==> src/rtl/n64adv2_dram_arbiter_if.sv <==
// Request, grant and sequencer-command signals around the SDRAM arbiter.
// The slave modport is the arbiter's view. The master modport is the view of the
// environment, which is the requesters plus the sequencer.
interface n64adv2_dram_arbiter_if #(
  parameter int unsigned ADDR_W = 22,
  parameter int unsigned LEN_W  = 4
);

  logic              init_done_i;
  logic              wr_req_i;
  logic [ADDR_W-1:0] wr_addr_i;
  logic [LEN_W-1:0]  wr_len_i;
  logic              wr_gnt_o;
  logic              rd_req_i;
  logic              rd_urgent_i;
  logic [ADDR_W-1:0] rd_addr_i;
  logic [LEN_W-1:0]  rd_len_i;
  logic              rd_gnt_o;
  logic              cmd_valid_o;
  logic              cmd_ready_i;
  logic [1:0]        cmd_op_o;
  logic [ADDR_W-1:0] cmd_addr_o;
  logic [LEN_W-1:0]  cmd_len_o;
  logic              cmd_done_i;
  logic [1:0]        ref_debt_o;
  logic              ref_overrun_o;

  modport slave (
    input  init_done_i,
    input  wr_req_i, wr_addr_i, wr_len_i,
    output wr_gnt_o,
    input  rd_req_i, rd_urgent_i, rd_addr_i, rd_len_i,
    output rd_gnt_o,
    output cmd_valid_o, cmd_op_o, cmd_addr_o, cmd_len_o,
    input  cmd_ready_i, cmd_done_i,
    output ref_debt_o, ref_overrun_o
  );

  modport master (
    output init_done_i,
    output wr_req_i, wr_addr_i, wr_len_i,
    input  wr_gnt_o,
    output rd_req_i, rd_urgent_i, rd_addr_i, rd_len_i,
    input  rd_gnt_o,
    input  cmd_valid_o, cmd_op_o, cmd_addr_o, cmd_len_o,
    output cmd_ready_i, cmd_done_i,
    input  ref_debt_o, ref_overrun_o
  );

endinterface

==> src/rtl/n64adv2_dram_arbiter.sv <==
// Shares the single-port SDRAM between the scaler's frame-write path and its
// line-read path, and interleaves periodic auto-refresh. One burst is granted at a
// time and is tracked until the sequencer reports that it is done.
module n64adv2_dram_arbiter #(
  parameter int unsigned ADDR_W        = 22,
  parameter int unsigned LEN_W         = 4,
  parameter int unsigned REF_INTERVAL  = 1500,
  parameter int unsigned WR_STARVE_MAX = 255
) (
  input  logic                   DRAM_CLK_i,
  input  logic                   DRAM_nRST_i,
  n64adv2_dram_arbiter_if.slave  bus
);

  localparam int unsigned REF_CNT_W = $clog2(REF_INTERVAL);
  localparam int unsigned STARVE_W  = $clog2(WR_STARVE_MAX + 1);

  typedef enum logic [1:0] {
    OP_NONE = 2'b00,
    OP_WR   = 2'b01,
    OP_RD   = 2'b10,
    OP_REF  = 2'b11
  } op_e;

  typedef enum logic [1:0] {
    ST_IDLE,
    ST_ISSUE,
    ST_BUSY
  } state_e;

  state_e               state_q;
  op_e                  cmd_op_q;
  logic                 cmd_valid_q;
  logic [ADDR_W-1:0]    cmd_addr_q;
  logic [LEN_W-1:0]     cmd_len_q;
  logic                 wr_gnt_q;
  logic                 rd_gnt_q;
  logic [REF_CNT_W-1:0] ref_cnt_q;
  logic [1:0]           debt_q;
  logic                 overrun_q;
  logic [STARVE_W-1:0]  starve_q;

  logic ref_tick_c;
  logic ref_acc_c;
  op_e  pick_op_c;

  assign bus.wr_gnt_o      = wr_gnt_q;
  assign bus.rd_gnt_o      = rd_gnt_q;
  assign bus.cmd_valid_o   = cmd_valid_q;
  assign bus.cmd_op_o      = cmd_op_q;
  assign bus.cmd_addr_o    = cmd_addr_q;
  assign bus.cmd_len_o     = cmd_len_q;
  assign bus.ref_debt_o    = debt_q;
  assign bus.ref_overrun_o = overrun_q;

  // Refresh obligations arise on the counter wrap and are paid off when the sequencer accepts a refresh.
  assign ref_tick_c = bus.init_done_i && (ref_cnt_q == REF_CNT_W'(REF_INTERVAL - 1));
  assign ref_acc_c  = (state_q == ST_ISSUE) && bus.cmd_ready_i && (cmd_op_q == OP_REF);

  // Fixed-priority choice of the next burst, evaluated while idle.
  always_comb begin
    pick_op_c = OP_NONE;
    if (debt_q >= 2'd2)
      pick_op_c = OP_REF;
    else if (bus.rd_req_i && bus.rd_urgent_i)
      pick_op_c = OP_RD;
    else if (bus.wr_req_i && (starve_q >= STARVE_W'(WR_STARVE_MAX)))
      pick_op_c = OP_WR;
    else if (bus.rd_req_i)
      pick_op_c = OP_RD;
    else if (bus.wr_req_i)
      pick_op_c = OP_WR;
    else if (debt_q == 2'd1)
      pick_op_c = OP_REF;
  end

  // Burst scheduler: capture the choice, offer it to the sequencer, then wait for completion.
  always_ff @(posedge DRAM_CLK_i or negedge DRAM_nRST_i) begin
    if (!DRAM_nRST_i) begin
      state_q     <= ST_IDLE;
      cmd_valid_q <= 1'b0;
      cmd_op_q    <= OP_NONE;
      cmd_addr_q  <= '0;
      cmd_len_q   <= '0;
      wr_gnt_q    <= 1'b0;
      rd_gnt_q    <= 1'b0;
    end else begin
      wr_gnt_q <= 1'b0;
      rd_gnt_q <= 1'b0;
      case (state_q)
        ST_IDLE: begin
          if (bus.init_done_i && (pick_op_c != OP_NONE)) begin
            state_q     <= ST_ISSUE;
            cmd_valid_q <= 1'b1;
            cmd_op_q    <= pick_op_c;
            case (pick_op_c)
              OP_WR: begin
                cmd_addr_q <= bus.wr_addr_i;
                cmd_len_q  <= bus.wr_len_i;
                wr_gnt_q   <= 1'b1;
              end
              OP_RD: begin
                cmd_addr_q <= bus.rd_addr_i;
                cmd_len_q  <= bus.rd_len_i;
                rd_gnt_q   <= 1'b1;
              end
              default: begin
                cmd_addr_q <= '0;
                cmd_len_q  <= '0;
              end
            endcase
          end
        end
        ST_ISSUE: begin
          if (bus.cmd_ready_i) begin
            state_q     <= ST_BUSY;
            cmd_valid_q <= 1'b0;
            cmd_op_q    <= OP_NONE;
          end
        end
        ST_BUSY: begin
          if (bus.cmd_done_i)
            state_q <= ST_IDLE;
        end
        default: state_q <= ST_IDLE;
      endcase
    end
  end

  // The refresh interval timer runs only once the SDRAM is initialised.
  always_ff @(posedge DRAM_CLK_i or negedge DRAM_nRST_i) begin
    if (!DRAM_nRST_i)
      ref_cnt_q <= '0;
    else if (!bus.init_done_i || ref_tick_c)
      ref_cnt_q <= '0;
    else
      ref_cnt_q <= ref_cnt_q + REF_CNT_W'(1);
  end

  // Refresh debt saturates at 3. A tick while the debt is already at 3 means an obligation is lost.
  always_ff @(posedge DRAM_CLK_i or negedge DRAM_nRST_i) begin
    if (!DRAM_nRST_i) begin
      debt_q    <= 2'd0;
      overrun_q <= 1'b0;
    end else begin
      case ({ref_tick_c, ref_acc_c})
        2'b10: if (debt_q != 2'd3) debt_q <= debt_q + 2'd1;
        2'b01: debt_q <= debt_q - 2'd1;
        default: ;
      endcase
      if (ref_tick_c && (debt_q == 2'd3))
        overrun_q <= 1'b1;
    end
  end

  // Counts how long a pending write has waited. It clears on a write grant or when the request drops.
  always_ff @(posedge DRAM_CLK_i or negedge DRAM_nRST_i) begin
    if (!DRAM_nRST_i)
      starve_q <= '0;
    else if (!bus.wr_req_i || wr_gnt_q)
      starve_q <= '0;
    else if (starve_q < STARVE_W'(WR_STARVE_MAX))
      starve_q <= starve_q + STARVE_W'(1);
  end

endmodule

==> src/flat_wrapper.sv <==
// flat-port wrapper written by rule: the top's interface ports become plain ports
module n64adv2_dram_arbiter_flat 
#(
  parameter int unsigned ADDR_W        = 22,
  parameter int unsigned LEN_W         = 4,
  parameter int unsigned REF_INTERVAL  = 1500,
  parameter int unsigned WR_STARVE_MAX = 255
)
  (DRAM_CLK_i, DRAM_nRST_i, bus_init_done_i, bus_wr_req_i, bus_wr_addr_i, bus_wr_len_i, bus_wr_gnt_o, bus_rd_req_i, bus_rd_urgent_i, bus_rd_addr_i, bus_rd_len_i, bus_rd_gnt_o, bus_cmd_valid_o, bus_cmd_op_o, bus_cmd_addr_o, bus_cmd_len_o, bus_cmd_ready_i, bus_cmd_done_i, bus_ref_debt_o, bus_ref_overrun_o);
  n64adv2_dram_arbiter_if #(.ADDR_W(ADDR_W), .LEN_W(LEN_W)) bus_i ();
  input  logic DRAM_CLK_i;
  input  logic DRAM_nRST_i;
  input wire logic [$bits(bus_i.init_done_i)-1:0] bus_init_done_i;
  input wire logic [$bits(bus_i.wr_req_i)-1:0] bus_wr_req_i;
  input wire logic [$bits(bus_i.wr_addr_i)-1:0] bus_wr_addr_i;
  input wire logic [$bits(bus_i.wr_len_i)-1:0] bus_wr_len_i;
  output wire logic [$bits(bus_i.wr_gnt_o)-1:0] bus_wr_gnt_o;
  input wire logic [$bits(bus_i.rd_req_i)-1:0] bus_rd_req_i;
  input wire logic [$bits(bus_i.rd_urgent_i)-1:0] bus_rd_urgent_i;
  input wire logic [$bits(bus_i.rd_addr_i)-1:0] bus_rd_addr_i;
  input wire logic [$bits(bus_i.rd_len_i)-1:0] bus_rd_len_i;
  output wire logic [$bits(bus_i.rd_gnt_o)-1:0] bus_rd_gnt_o;
  output wire logic [$bits(bus_i.cmd_valid_o)-1:0] bus_cmd_valid_o;
  output wire logic [$bits(bus_i.cmd_op_o)-1:0] bus_cmd_op_o;
  output wire logic [$bits(bus_i.cmd_addr_o)-1:0] bus_cmd_addr_o;
  output wire logic [$bits(bus_i.cmd_len_o)-1:0] bus_cmd_len_o;
  input wire logic [$bits(bus_i.cmd_ready_i)-1:0] bus_cmd_ready_i;
  input wire logic [$bits(bus_i.cmd_done_i)-1:0] bus_cmd_done_i;
  output wire logic [$bits(bus_i.ref_debt_o)-1:0] bus_ref_debt_o;
  output wire logic [$bits(bus_i.ref_overrun_o)-1:0] bus_ref_overrun_o;
  assign bus_i.init_done_i = bus_init_done_i;
  assign bus_i.wr_req_i = bus_wr_req_i;
  assign bus_i.wr_addr_i = bus_wr_addr_i;
  assign bus_i.wr_len_i = bus_wr_len_i;
  assign bus_wr_gnt_o = bus_i.wr_gnt_o;
  assign bus_i.rd_req_i = bus_rd_req_i;
  assign bus_i.rd_urgent_i = bus_rd_urgent_i;
  assign bus_i.rd_addr_i = bus_rd_addr_i;
  assign bus_i.rd_len_i = bus_rd_len_i;
  assign bus_rd_gnt_o = bus_i.rd_gnt_o;
  assign bus_cmd_valid_o = bus_i.cmd_valid_o;
  assign bus_cmd_op_o = bus_i.cmd_op_o;
  assign bus_cmd_addr_o = bus_i.cmd_addr_o;
  assign bus_cmd_len_o = bus_i.cmd_len_o;
  assign bus_i.cmd_ready_i = bus_cmd_ready_i;
  assign bus_i.cmd_done_i = bus_cmd_done_i;
  assign bus_ref_debt_o = bus_i.ref_debt_o;
  assign bus_ref_overrun_o = bus_i.ref_overrun_o;
  n64adv2_dram_arbiter #(.ADDR_W(ADDR_W), .LEN_W(LEN_W), .REF_INTERVAL(REF_INTERVAL), .WR_STARVE_MAX(WR_STARVE_MAX)) u_core (.DRAM_CLK_i(DRAM_CLK_i), .DRAM_nRST_i(DRAM_nRST_i), .bus(bus_i));
endmodule
==> config.mk <==
export PLATFORM = sky130hd
export DESIGN_NAME = n64adv2_dram_arbiter_flat
export DESIGN_NICKNAME = d
export VERILOG_FILES = /design/src/rtl/n64adv2_dram_arbiter_if.sv /design/src/rtl/n64adv2_dram_arbiter.sv /design/src/flat_wrapper.sv
export SDC_FILE = /design/constraint.sdc
export NUM_CORES = 1
export LEC_CHECK = 0
export BUFFER_PORTS_ARGS = -buffer_cell sky130_fd_sc_hd__buf_4
export CAP_MARGIN = 20
export CORE_MARGIN = 8
export CORE_UTILIZATION = 40
export DETAILED_ROUTE_END_ITERATION = 10
export PLACE_DENSITY = 0.66
export SKIP_LAST_GASP = 1
export SLEW_MARGIN = 20
export SYNTH_ARGS = -nofsm -noshare
export SYNTH_HDL_FRONTEND = slang
export SYNTH_SLANG_ARGS = --single-unit
==> constraint.sdc <==
create_clock -name DRAM_CLK_i -period 7.4 [get_ports DRAM_CLK_i]
set_clock_uncertainty 0.2 [all_clocks]
set_input_delay 1.48 -clock DRAM_CLK_i [delete_from_list [all_inputs] [get_ports DRAM_CLK_i]]
set_output_delay 1.48 -clock DRAM_CLK_i [all_outputs]
set_load 0.03 [all_outputs]
Word level (Yosys, flattened, before mapping)

Index checks and enable logic that the tools add are counted.

Register bits after elaboration: 55
Bits of input ports: 60
Logic and storage cells: 82

Add/sub/neg operators: 4
Magnitude comparators: 3
Equal/unequal tests: 15
Muxes and demuxes: 29
Reduce and logical (&&, ||, !) cells: 20

Operators by type and width:

| operator              | number |
|---|---|
| $pmux 22 s2           | 1 |
| $mux 2                | 12 |
| $mux 8                | 2 |
| $add 11x1->11 const B | 1 |
| $eq 11x11->1 const B  | 1 |
| $mux 11               | 1 |
| $eq 2x2->1 const B    | 5 |
| $add 8x1->8 const B   | 1 |
| $eq 2x1->1 const B    | 4 |
| $ge 8x8->1 const B    | 1 |
| $lt 8x8->1 const B    | 1 |
| $mux 1                | 8 |
| $pmux 2 s2            | 2 |
| $pmux 4 s2            | 1 |
| $reduce_bool 2->1     | 4 |
| $logic_and 1x1->1     | 7 |
| $ne 2x2->1 const B    | 3 |
| $pmux 2 s3            | 1 |
| $reduce_and 3->1      | 2 |
| $ne 2x1->1 const B    | 2 |
| $reduce_and 2->1      | 2 |
| $add 2x1->2 const B   | 1 |
| $ge 2x2->1 const B    | 1 |
| $logic_not 1->1       | 2 |
| 4 further kinds       | 5 |

Depth between registers and ports, before layout

Gate-level depths: netlist of the first run.

Depth after elaboration: 11
Depth in mapped cells: 12
Gate-level depth less buffers: 10

Least setup slack after synthesis of the first run

No wires, ideal clock.

Path kind: input-to-reg
Start: input bus_wr_req_i
End: register u_core.cmd_addr_q[0], in the netlist u_core.bus.cmd_addr_o[0]
Arrival: 3.271 ns
Required time: 7.055 ns
Setup slack: 3.784 ns
Stages on the path: 8
Path through: nand4_1 -> o21ai_0 -> a211oi_1 -> inv_1 -> ha_1 -> buf_1 -> clkbuf_1 -> o31ai_2

Cells in the longest elaborated chain, start to end: 8
Elaborated cells on any way between the ends: 12
Those cells by class: 2 x eq/ne; 6 x mux; 4 x reduce/logical

Ends and longest elaborated chain:

| item                                                | RTL line                    | RTL |
|---|---|---|
| start, declared                                     | flat_wrapper.sv:14          | `input wire logic [$bits(bus_i.wr_req_i)-1:0] bus_wr_req_i;` |
| $mux 2                                              | n64adv2_dram_arbiter.sv:71  | `else if (bus.wr_req_i)` |
| $mux 2                                              | n64adv2_dram_arbiter.sv:69  | `else if (bus.rd_req_i)` |
| $mux 2 (*)                                          | n64adv2_dram_arbiter.sv:67  | `else if (bus.wr_req_i && (starve_q >= STARVE_W'(WR_STARVE_MAX)))` |
| $mux 2 (*)                                          | n64adv2_dram_arbiter.sv:65  | `else if (bus.rd_req_i && bus.rd_urgent_i)` |
| $mux 2 (*)                                          | n64adv2_dram_arbiter.sv:63  | `if (debt_q >= 2'd2)` |
| branches (longest 3 deep; another with $pmux 22 s2) | -                           |  |
| end signal, assigned                                | n64adv2_dram_arbiter.sv:98  | `cmd_addr_q <= bus.wr_addr_i;` |
| end signal, assigned                                | n64adv2_dram_arbiter.sv:103 | `cmd_addr_q <= bus.rd_addr_i;` |
| end, declared                                       | n64adv2_dram_arbiter.sv:34  | `logic [ADDR_W-1:0] cmd_addr_q;` |

Mark *: on every way between the ends.
A chain may end at the register's enable or synchronous reset.

Worst setup path in the final report of the first run

Start: input bus_wr_req_i
End: register u_core.cmd_op_q[1], in the netlist u_core.bus.cmd_op_o[1]

Cells in the longest elaborated chain, start to end: 9
Elaborated cells on any way between the ends: 12
Those cells by class: 1 x eq/ne; 7 x mux; 4 x reduce/logical

Ends and longest elaborated chain:

| item                       | RTL line                   | RTL |
|---|---|---|
| $mux 2                     | n64adv2_dram_arbiter.sv:71 |  |
| $mux 2                     | n64adv2_dram_arbiter.sv:69 |  |
| $mux 2 (*)                 | n64adv2_dram_arbiter.sv:67 |  |
| $mux 2 (*)                 | n64adv2_dram_arbiter.sv:65 |  |
| $mux 2 (*)                 | n64adv2_dram_arbiter.sv:63 |  |
| $reduce_bool 2->1          | n64adv2_dram_arbiter.sv:92 | `if (bus.init_done_i && (pick_op_c != OP_NONE)) begin` |
| $logic_and 1x1->1          | n64adv2_dram_arbiter.sv:92 |  |
| $ne 2x1->1 (no line)       | -                          |  |
| $reduce_and 3->1 (no line) | -                          |  |
| end signal, assigned       | n64adv2_dram_arbiter.sv:95 | `cmd_op_q <= pick_op_c;` |
| end, declared              | n64adv2_dram_arbiter.sv:32 | `op_e cmd_op_q;` |

Every way passes the cells marked *; elsewhere a longest branch is shown, timed or not. The select of a mux whose other input is x is not followed.

==> results of run 1 <==
## power breakdown
part / total (mW) / internal (mW) / switching [mW]
Combinational: 0.695 / 0.243 / 0.452
Clock: 0.209 / 0.111 / 0.0973
Sequential: 0.450 / 0.386 / 0.0639
## how the worst min path moves through the flow
stage / startpoint / cells past startpoint / end / slack (ns)
after global placement: u_core.bus.ref_overrun_o / 1 / u_core.bus.ref_overrun_o / 0.25
after detailed placement: u_core.bus.ref_overrun_o / 1 / u_core.bus.ref_overrun_o / 0.26
after global routing: u_core.bus.ref_overrun_o / 1 / u_core.bus.ref_overrun_o / 0.30
final: u_core.bus.ref_overrun_o / 1 / u_core.bus.ref_overrun_o / 0.28
after floorplan: u_core.ref_cnt_q[0] / 1 / u_core.ref_cnt_q[0] / 0.25
after CTS: u_core.ref_cnt_q[0] / 1 / u_core.ref_cnt_q[0] / 0.28
## placed cells by master, fill, tap and decap left out, types with 6 or more instances in the layout
cell type,instances
buf_4,96
a21oi_1,6
clkbuf_8,6
dfrtp_1,55
o21ai_0,9
xor2_1,7
nand3_1,7
o31ai_2,26
nand2_1,37
inv_1,8
nor2_1,23
a22oi_1,26
ha_1,8
## critical path, stage by stage
cell	delay, ns
buf_4	0.10
nand4_1	0.10
o21ai_0	0.20
a211oi_1	0.16
ha_1	0.22
or4b_2	0.75
buf_4	0.38
a31o_2	0.30
## layer usage
layer / share of wire (%) / GRT usage [%] / vias to the layer above
li1: - / - / 1159
met1: 42 / 16.43 / 1140
met2: 52 / 24.20 / 45
met3: 4.5 / 3.453 / 5
met4: 1.1 / 4.186 / 0
met5: 0 / 0 / -
## flip-flops by register name, summed over array words and instances (netlist names), 2 cells and up
name,flops
u_core.bus.ref_debt_o,2
u_core.starve_q,8
u_core.state_q,2
u_core.bus.cmd_op_o,2
u_core.bus.cmd_len_o,4
u_core.ref_cnt_q,11
u_core.bus.cmd_addr_o,22
## through the flow
| stage | util (%) | cells |
|---|---|---|
| 5_1_grt | 52.67 | 460 |
| 3_3_place_gp | 50.96 | 452 |
| 2_1_floorplan | - | 275 |
| 4_1_cts | 52.67 | 460 |
| 3_5_place_dp | 50.96 | 452 |
| 6_report | 52.67 | 460 |
## cells by family (layout without fill, tap and decap cells)
logic type / after synthesis / in the layout
AOI/OAI and AO/OA: 75 / 75
DFF: 55 / 55
adders and majority gates: 8 / 8
muxes: 2 / 2
xor gates and xnor gates: 12 / 12
buffers and inverters: 26 / 112
and+or+nand+nor: 97 / 97
## area by class of cell
class | instances | share of cell area [%]
Clock buffer | 6 | 2.209
Clock inverter | 2 | 1.037
Inverter | 8 | 0.8032
Multi-Input combinational cell | 194 | 36.55
Sequential cell | 55 | 36.81
Tap cell | 99 | 3.313
Timing Repair Buffer | 96 | 19.28
==> flow_metrics.py, run 1 <==
metrics = {
    "timing": {
        "setup_viol": 0,
        "layout_min_cycle_time_ns": 3.692,
        "hold_violations": 0,
        "worst_hold_slack_ns": 0.2755,
        "slew_viol_final": 0,
        "rsz0062_at_grt": "false",
        "max_freq_mhz": 270.9,
        "fin_crit_sh_pct": 49.89,
        "maxSlewHeadroom_pct": 27.29,
        "worst_slew_pin_slew_ns": 1.091,
        "fin_ws_ns": 3.708,
        "finalSetupTns_ns": 0,
    },
    "place": {
        "placed_area_um2": 3617,
        "numPortBuffers": 93,
        "dp_hpwl_um": 5144,
        "place_ws_ns": 3.393,
        "gp_congestion": 0.8326,
    },
    "critical_path": {
        "r2r_cells": 7,
        "critPathLaunch": "bus_wr_req_i",
        "required_ns": 7.41,
        "critPathKind": "in2reg",
        "crit_path_end": "u_core.bus.cmd_op_o[1]",
        "critPathArrivalTime_ns": 3.70,
        "critPathLaunchType": "input pin",
        "worst_setup_path_end_kind": "flop",
        "r2r_end": "u_core.bus.cmd_op_o[1]",
        "timing.rr.start": "u_core.starve_q[3]",
        "r2r_slack_ns": 4.28,
        "cp_max_fo": 53,
    },
    "global_routing": {
        "first_global_vias": 2393,
        "track_usage_pct": 13.93,
        "antenna_found_initial": 0,
        "grt_overflow": 0,
        "grt_pass1_wl_um": 11310,
        "grt_start_max_net_pins": 56,
    },
    "clock_network": {
        "post_cts_resized": 0,
        "cts_buffer_depth": 2,
        "cts_tree": "built",
        "cts_setup_buffers": 0,
        "holdBufCountCts": 0,
        "clkTransAtPathRegs_ns": 0.10,
        "insertion_delay_ns": 0.31,
        "numClockSinks": 55,
        "htree_levels": 2,
        "cts-root-buf": "clkbuf_8",
        "cts_buffers": 5,
    },
    "floorplan": {
        "die_height_um": 100.7,
        "io_pins": 94,
        "start_util_pct": 40.42,
        "die_width_um": 100.7,
        "coreArea_um2": 7098,
        "rows": 31,
        "die-area_um2": 10140,
    },
    "route": {
        "via_count": 2349,
        "first_pass_iters": 4,
        "route.detailed.drc": 0,
        "vias_per_cell": 5.107,
        "drt_iter0_drc": 85,
        "post_drt_wl_per_cell_um": 15.20,
        "routed_wl_um": 6991,
        "drt.antenna.violating_nets": 0,
    },
    "logic_synthesis": {
        "synth-compound-area-share_pct": 22.90,
        "syn-num-nets": 343,
        "synth.distinct_cells": 39,
        "yosys_warnings": 0,
        "synth_edf_count": 0,
        "synth_common_cells": "dfrtp_1, nand2_1, a22oi_1, o31ai_2, nor2_1",
        "syn_avg_cell_area_um2": 10.43,
        "synth_top_family_by_area": "compound AO/OA/AOI/OAI gates",
        "synth_area_leader_cell": "dfrtp_1",
        "synth_top_area_share_pct": 47.97,
        "muxShareOfSynthArea_pct": 0.6978,
        "syn_area_um2": 2869,
        "ys.flop_type": "dfrtp_1",
        "yosys.area_share.adder_pct": 3.489,
        "synth_seq_area_share_pct": 47.97,
        "synth_xor_area_share_pct": 3.663,
        "postSynthCellCount": 275,
        "ys_ff_latch": 55,
        "yosys.area_share.simple_pct": 16.88,
        "yosysMostFrequentCell": "dfrtp_1",
        "synth_area_leaders": "dfrtp_1, o31ai_2, a22oi_1",
        "async_flop_share_pct": 100.0,
    },
    "finish": {
        "fillers": 664,
        "drive_gt1_share_pct": 37.40,
        "multi_input_area_um2": 1366,
        "fin_area_um2": 3739,
        "antenna_cells": 0,
        "final-seq-area_um2": 1376,
        "final_net_count": 428,
        "area_growth_pct": 30.31,
    },
    "pwr": {
        "power.density_nw_per_um2": 362.0,
        "peakVddDrop_mv": 0.1645,
        "p_leak_nw": 1.748,
        "power_mw": 1.353,
    },
    "outcome": {
        "status": "completed",
    },
    "flow_run": {
        "maxCapViolations": 0,
    },
    "worst_hold_path": {
        "hold_path.class": "reg2reg",
    },
}
No activity file was read; power rests on OpenSTA's default activity.
==> run 2, diff against run 1 <==
--- a/config.mk
+++ b/config.mk
@@ -5,12 +5,13 @@
 export SDC_FILE = /design/constraint.sdc
 export NUM_CORES = 1
 export LEC_CHECK = 0
+export ABC_AREA = 1
 export BUFFER_PORTS_ARGS = -buffer_cell sky130_fd_sc_hd__buf_4
 export CAP_MARGIN = 20
 export CORE_MARGIN = 8
 export CORE_UTILIZATION = 40
 export DETAILED_ROUTE_END_ITERATION = 10
-export PLACE_DENSITY = 0.66
+export PLACE_DENSITY = 0.65
 export SKIP_LAST_GASP = 1
 export SLEW_MARGIN = 20
 export SYNTH_ARGS = -nofsm -noshare
==> constraint.sdc (replaced) <==
create_clock -name DRAM_CLK_i -period 3.47 [get_ports DRAM_CLK_i]
set_clock_uncertainty 0.2 [all_clocks]
set_input_delay 0.694 -clock DRAM_CLK_i [delete_from_list [all_inputs] [get_ports DRAM_CLK_i]]
set_output_delay 0.694 -clock DRAM_CLK_i [all_outputs]
set_load 0.03 [all_outputs]
==> run 2 against run 1 <==
  * Clock power grew 84%
  * Register-to-register slack lost 3.6 ns
  * Total power grew 85%
  * Die area grew 0.59%
  * Setup slack got worse by 3.1 ns
  * Combinational power rose by 74%
  * Clock-buffer cell count rose by 1
  * Sequential share of layout area is 0.37 points lower
  * Worst hold slack worse by 0.051 ns
  * Global-route usage is 0.22 points higher
  * Critical endpoint is now u_core.bus.cmd_addr_o[16]
==> flow_metrics.py, run 2 <==
metrics = {
    "outcome": {
        "status": "completed",
    },
    "place": {
        "numPortBuffers": 93,
        "dp_cells": 524,
        "dp_hpwl_um": 5359,
        "place_ws_ns": 0.6069,
        "gp_congestion": 0.8347,
        "placed_area_um2": 3672,
    },
    "finish": {
        "final_util_pct": 52.91,
        "final_cell_mix": "buf_4, nand2_1, inv_1, dfrtp_1, nor2_1",
        "fillers": 740,
        "largest_reg_flops": 22,
        "area_growth_pct": 30.71,
        "fin_area_um2": 3776,
        "drive_gt1_share_pct": 30.25,
        "finalNonFillerCells": 532,
        "final_common_cell": "buf_4",
        "final_net_count": 500,
        "antenna_cells": 0,
    },
    "worst_hold_path": {
        "hold_path.class": "in2async",
    },
    "logic_synthesis": {
        "ys.flop_type": "dfrtp_1",
        "yosys_warnings": 0,
        "syn-num-nets": 408,
        "synth.distinct_cells": 28,
        "yosysMostFrequentCell": "nand2_1",
        "ys_ff_latch": 55,
        "syn_avg_cell_area_um2": 8.497,
        "muxShareOfSynthArea_pct": 0,
        "postSynthCellCount": 340,
        "synth_edf_count": 0,
        "synth_area_leaders": "dfrtp_1, nand2_1, a22o_1",
        "syn_area_um2": 2889,
        "yosys.area_share.simple_pct": 19.58,
        "yosys.area_share.adder_pct": 3.465,
        "synth_common_cells": "nand2_1, dfrtp_1, inv_1",
        "async_flop_share_pct": 100.0,
        "synth_seq_area_share_pct": 47.64,
        "synth_top_area_share_pct": 47.64,
        "synth-compound-area-share_pct": 18.80,
        "synth_xor_area_share_pct": 0.6063,
        "synth_top_family_by_area": "simple AND/OR/NAND/NOR gates",
        "synth_area_leader_cell": "dfrtp_1",
    },
    "critical_path": {
        "worst_setup_path_end_kind": "flop",
        "r2r_end": "u_core.bus.cmd_addr_o[16]",
        "cp_max_fo": 26,
        "required_ns": 3.49,
        "timing.rr.start": "u_core.starve_q[1]",
        "critPathLaunchType": "flop",
        "r2r_slack_ns": 0.65,
        "critPathKind": "reg2reg",
        "r2r_cells": 14,
        "critPathArrivalTime_ns": 2.85,
    },
    "route": {
        "post_drt_wl_per_cell_um": 13.17,
        "via_count": 2492,
        "vias_per_cell": 4.684,
        "routed_wl_um": 7007,
        "drt_iter0_drc": 118,
        "route.detailed.drc": 0,
        "first_pass_iters": 6,
        "drt.antenna.violating_nets": 0,
    },
    "pwr": {
        "peakVddDrop_mv": 0.2719,
        "power_mw": 2.498,
        "power.density_nw_per_um2": 661.5,
        "p_leak_nw": 1.967,
    },
    "timing": {
        "worst_slew_pin_slew_ns": 0.8184,
        "finalSetupTns_ns": 0,
        "worst_hold_slack_ns": 0.2241,
        "setup_viol": 0,
        "slew_viol_final": 0,
        "hold_violations": 0,
        "fin_crit_sh_pct": 81.28,
        "max_freq_mhz": 354.6,
        "rsz0062_at_grt": "false",
        "layout_min_cycle_time_ns": 2.820,
        "maxSlewHeadroom_pct": 44.86,
        "fin_ws_ns": 0.6496,
    },
    "floorplan": {
        "die_width_um": 101.0,
        "start_util_pct": 40.48,
        "coreArea_um2": 7137,
        "die-area_um2": 10200,
        "die_height_um": 101.0,
        "io_pins": 94,
        "rows": 31,
    },
    "clock_network": {
        "htree_levels": 2,
        "cts-root-buf": "clkbuf_8",
        "numClockSinks": 55,
        "cts_buffer_depth": 2,
        "post_cts_resized": 0,
        "cts_tree": "built",
        "cts_buffers": 5,
        "insertion_delay_ns": 0.30,
        "cts_setup_buffers": 0,
        "clkTransAtPathRegs_ns": 0.09,
        "holdBufCountCts": 0,
    },
    "global_routing": {
        "antenna_found_initial": 0,
        "grt_pass1_wl_um": 11650,
        "grt_overflow": 0,
        "grt_start_max_net_pins": 56,
        "first_global_vias": 2540,
        "track_usage_pct": 14.15,
    },
    "flow_run": {
        "maxCapViolations": 0,
    },
}
run 2: critical path: stages, from the launching register on:
cell,delay (ns)
dfrtp_1,0.38
ha_1,0.16
nand2_1,0.09
nor2_1,0.18
nand3_1,0.09
nand2_1,0.09
nand3_1,0.07
nand2_1,0.12
inv_1,0.09
ha_1,0.21
nor2_2,0.12
nand2_2,0.20
or2_1,0.28
buf_4,0.26
o21ai_0,0.21
run 2: worst max-delay path by stage:
stage	from	to	slack, ns	cells after the start
2_1_floorplan	u_core.bus.ref_debt_o[1]	u_core.bus.cmd_addr_o[0]	1.02	12
3_3_place_gp	bus_wr_req_i	u_core.bus.cmd_addr_o[14]	0.69	11
3_5_place_dp	bus_wr_req_i	u_core.bus.cmd_addr_o[17]	0.61	11
4_1_cts	u_core.starve_q[1]	u_core.bus.cmd_addr_o[16]	0.61	14
5_1_grt	u_core.starve_q[1]	u_core.bus.cmd_addr_o[13]	0.39	14
6_report	u_core.starve_q[1]	u_core.bus.cmd_addr_o[16]	0.65	14
run 2: area by class of cell:
| type | count | area [um^2] | share of cell area, % |
|---|---|---|---|
| flip-flops and latches | 55 | 1376 | 36.45 |
| multi-input cells | 216 | 1226 | 32.47 |
| repair buffers | 98 | 735.7 | 19.48 |
| clock buffers | 7 | 96.34 | 2.551 |
| inverters | 56 | 210.2 | 5.567 |
| well taps | 99 | 123.9 | 3.280 |
| clock inverters | 1 | 7.507 | 0.1988 |
run 2: routing by layer:
layer / part of all wire [%] / wire (um) / GRT usage (%)
met1: 43 / 3012 / 17.17
met2: 48 / 3358 / 22.31
met3: 8.3 / 581 / 5.939
met4: 0.78 / 55 / 4.124
met5: 0 / 0 / 0
run 2: logic make-up (layout without fill, tap and decap cells):
logic type                 Yosys count  in the layout
and+or+nand+nor                    135            135
buffers and inverters               69            162
adders and majority gates            8              8
xor gates and xnor gates             2              2
DFF                                 55             55
AOI/OAI and AO/OA                   71             71
run 2: report_power, final:
group	internal, mW	switching, mW
Combinational	0.461	0.746
Sequential	0.798	0.108
Clock	0.182	0.202
Total	1.44	1.06
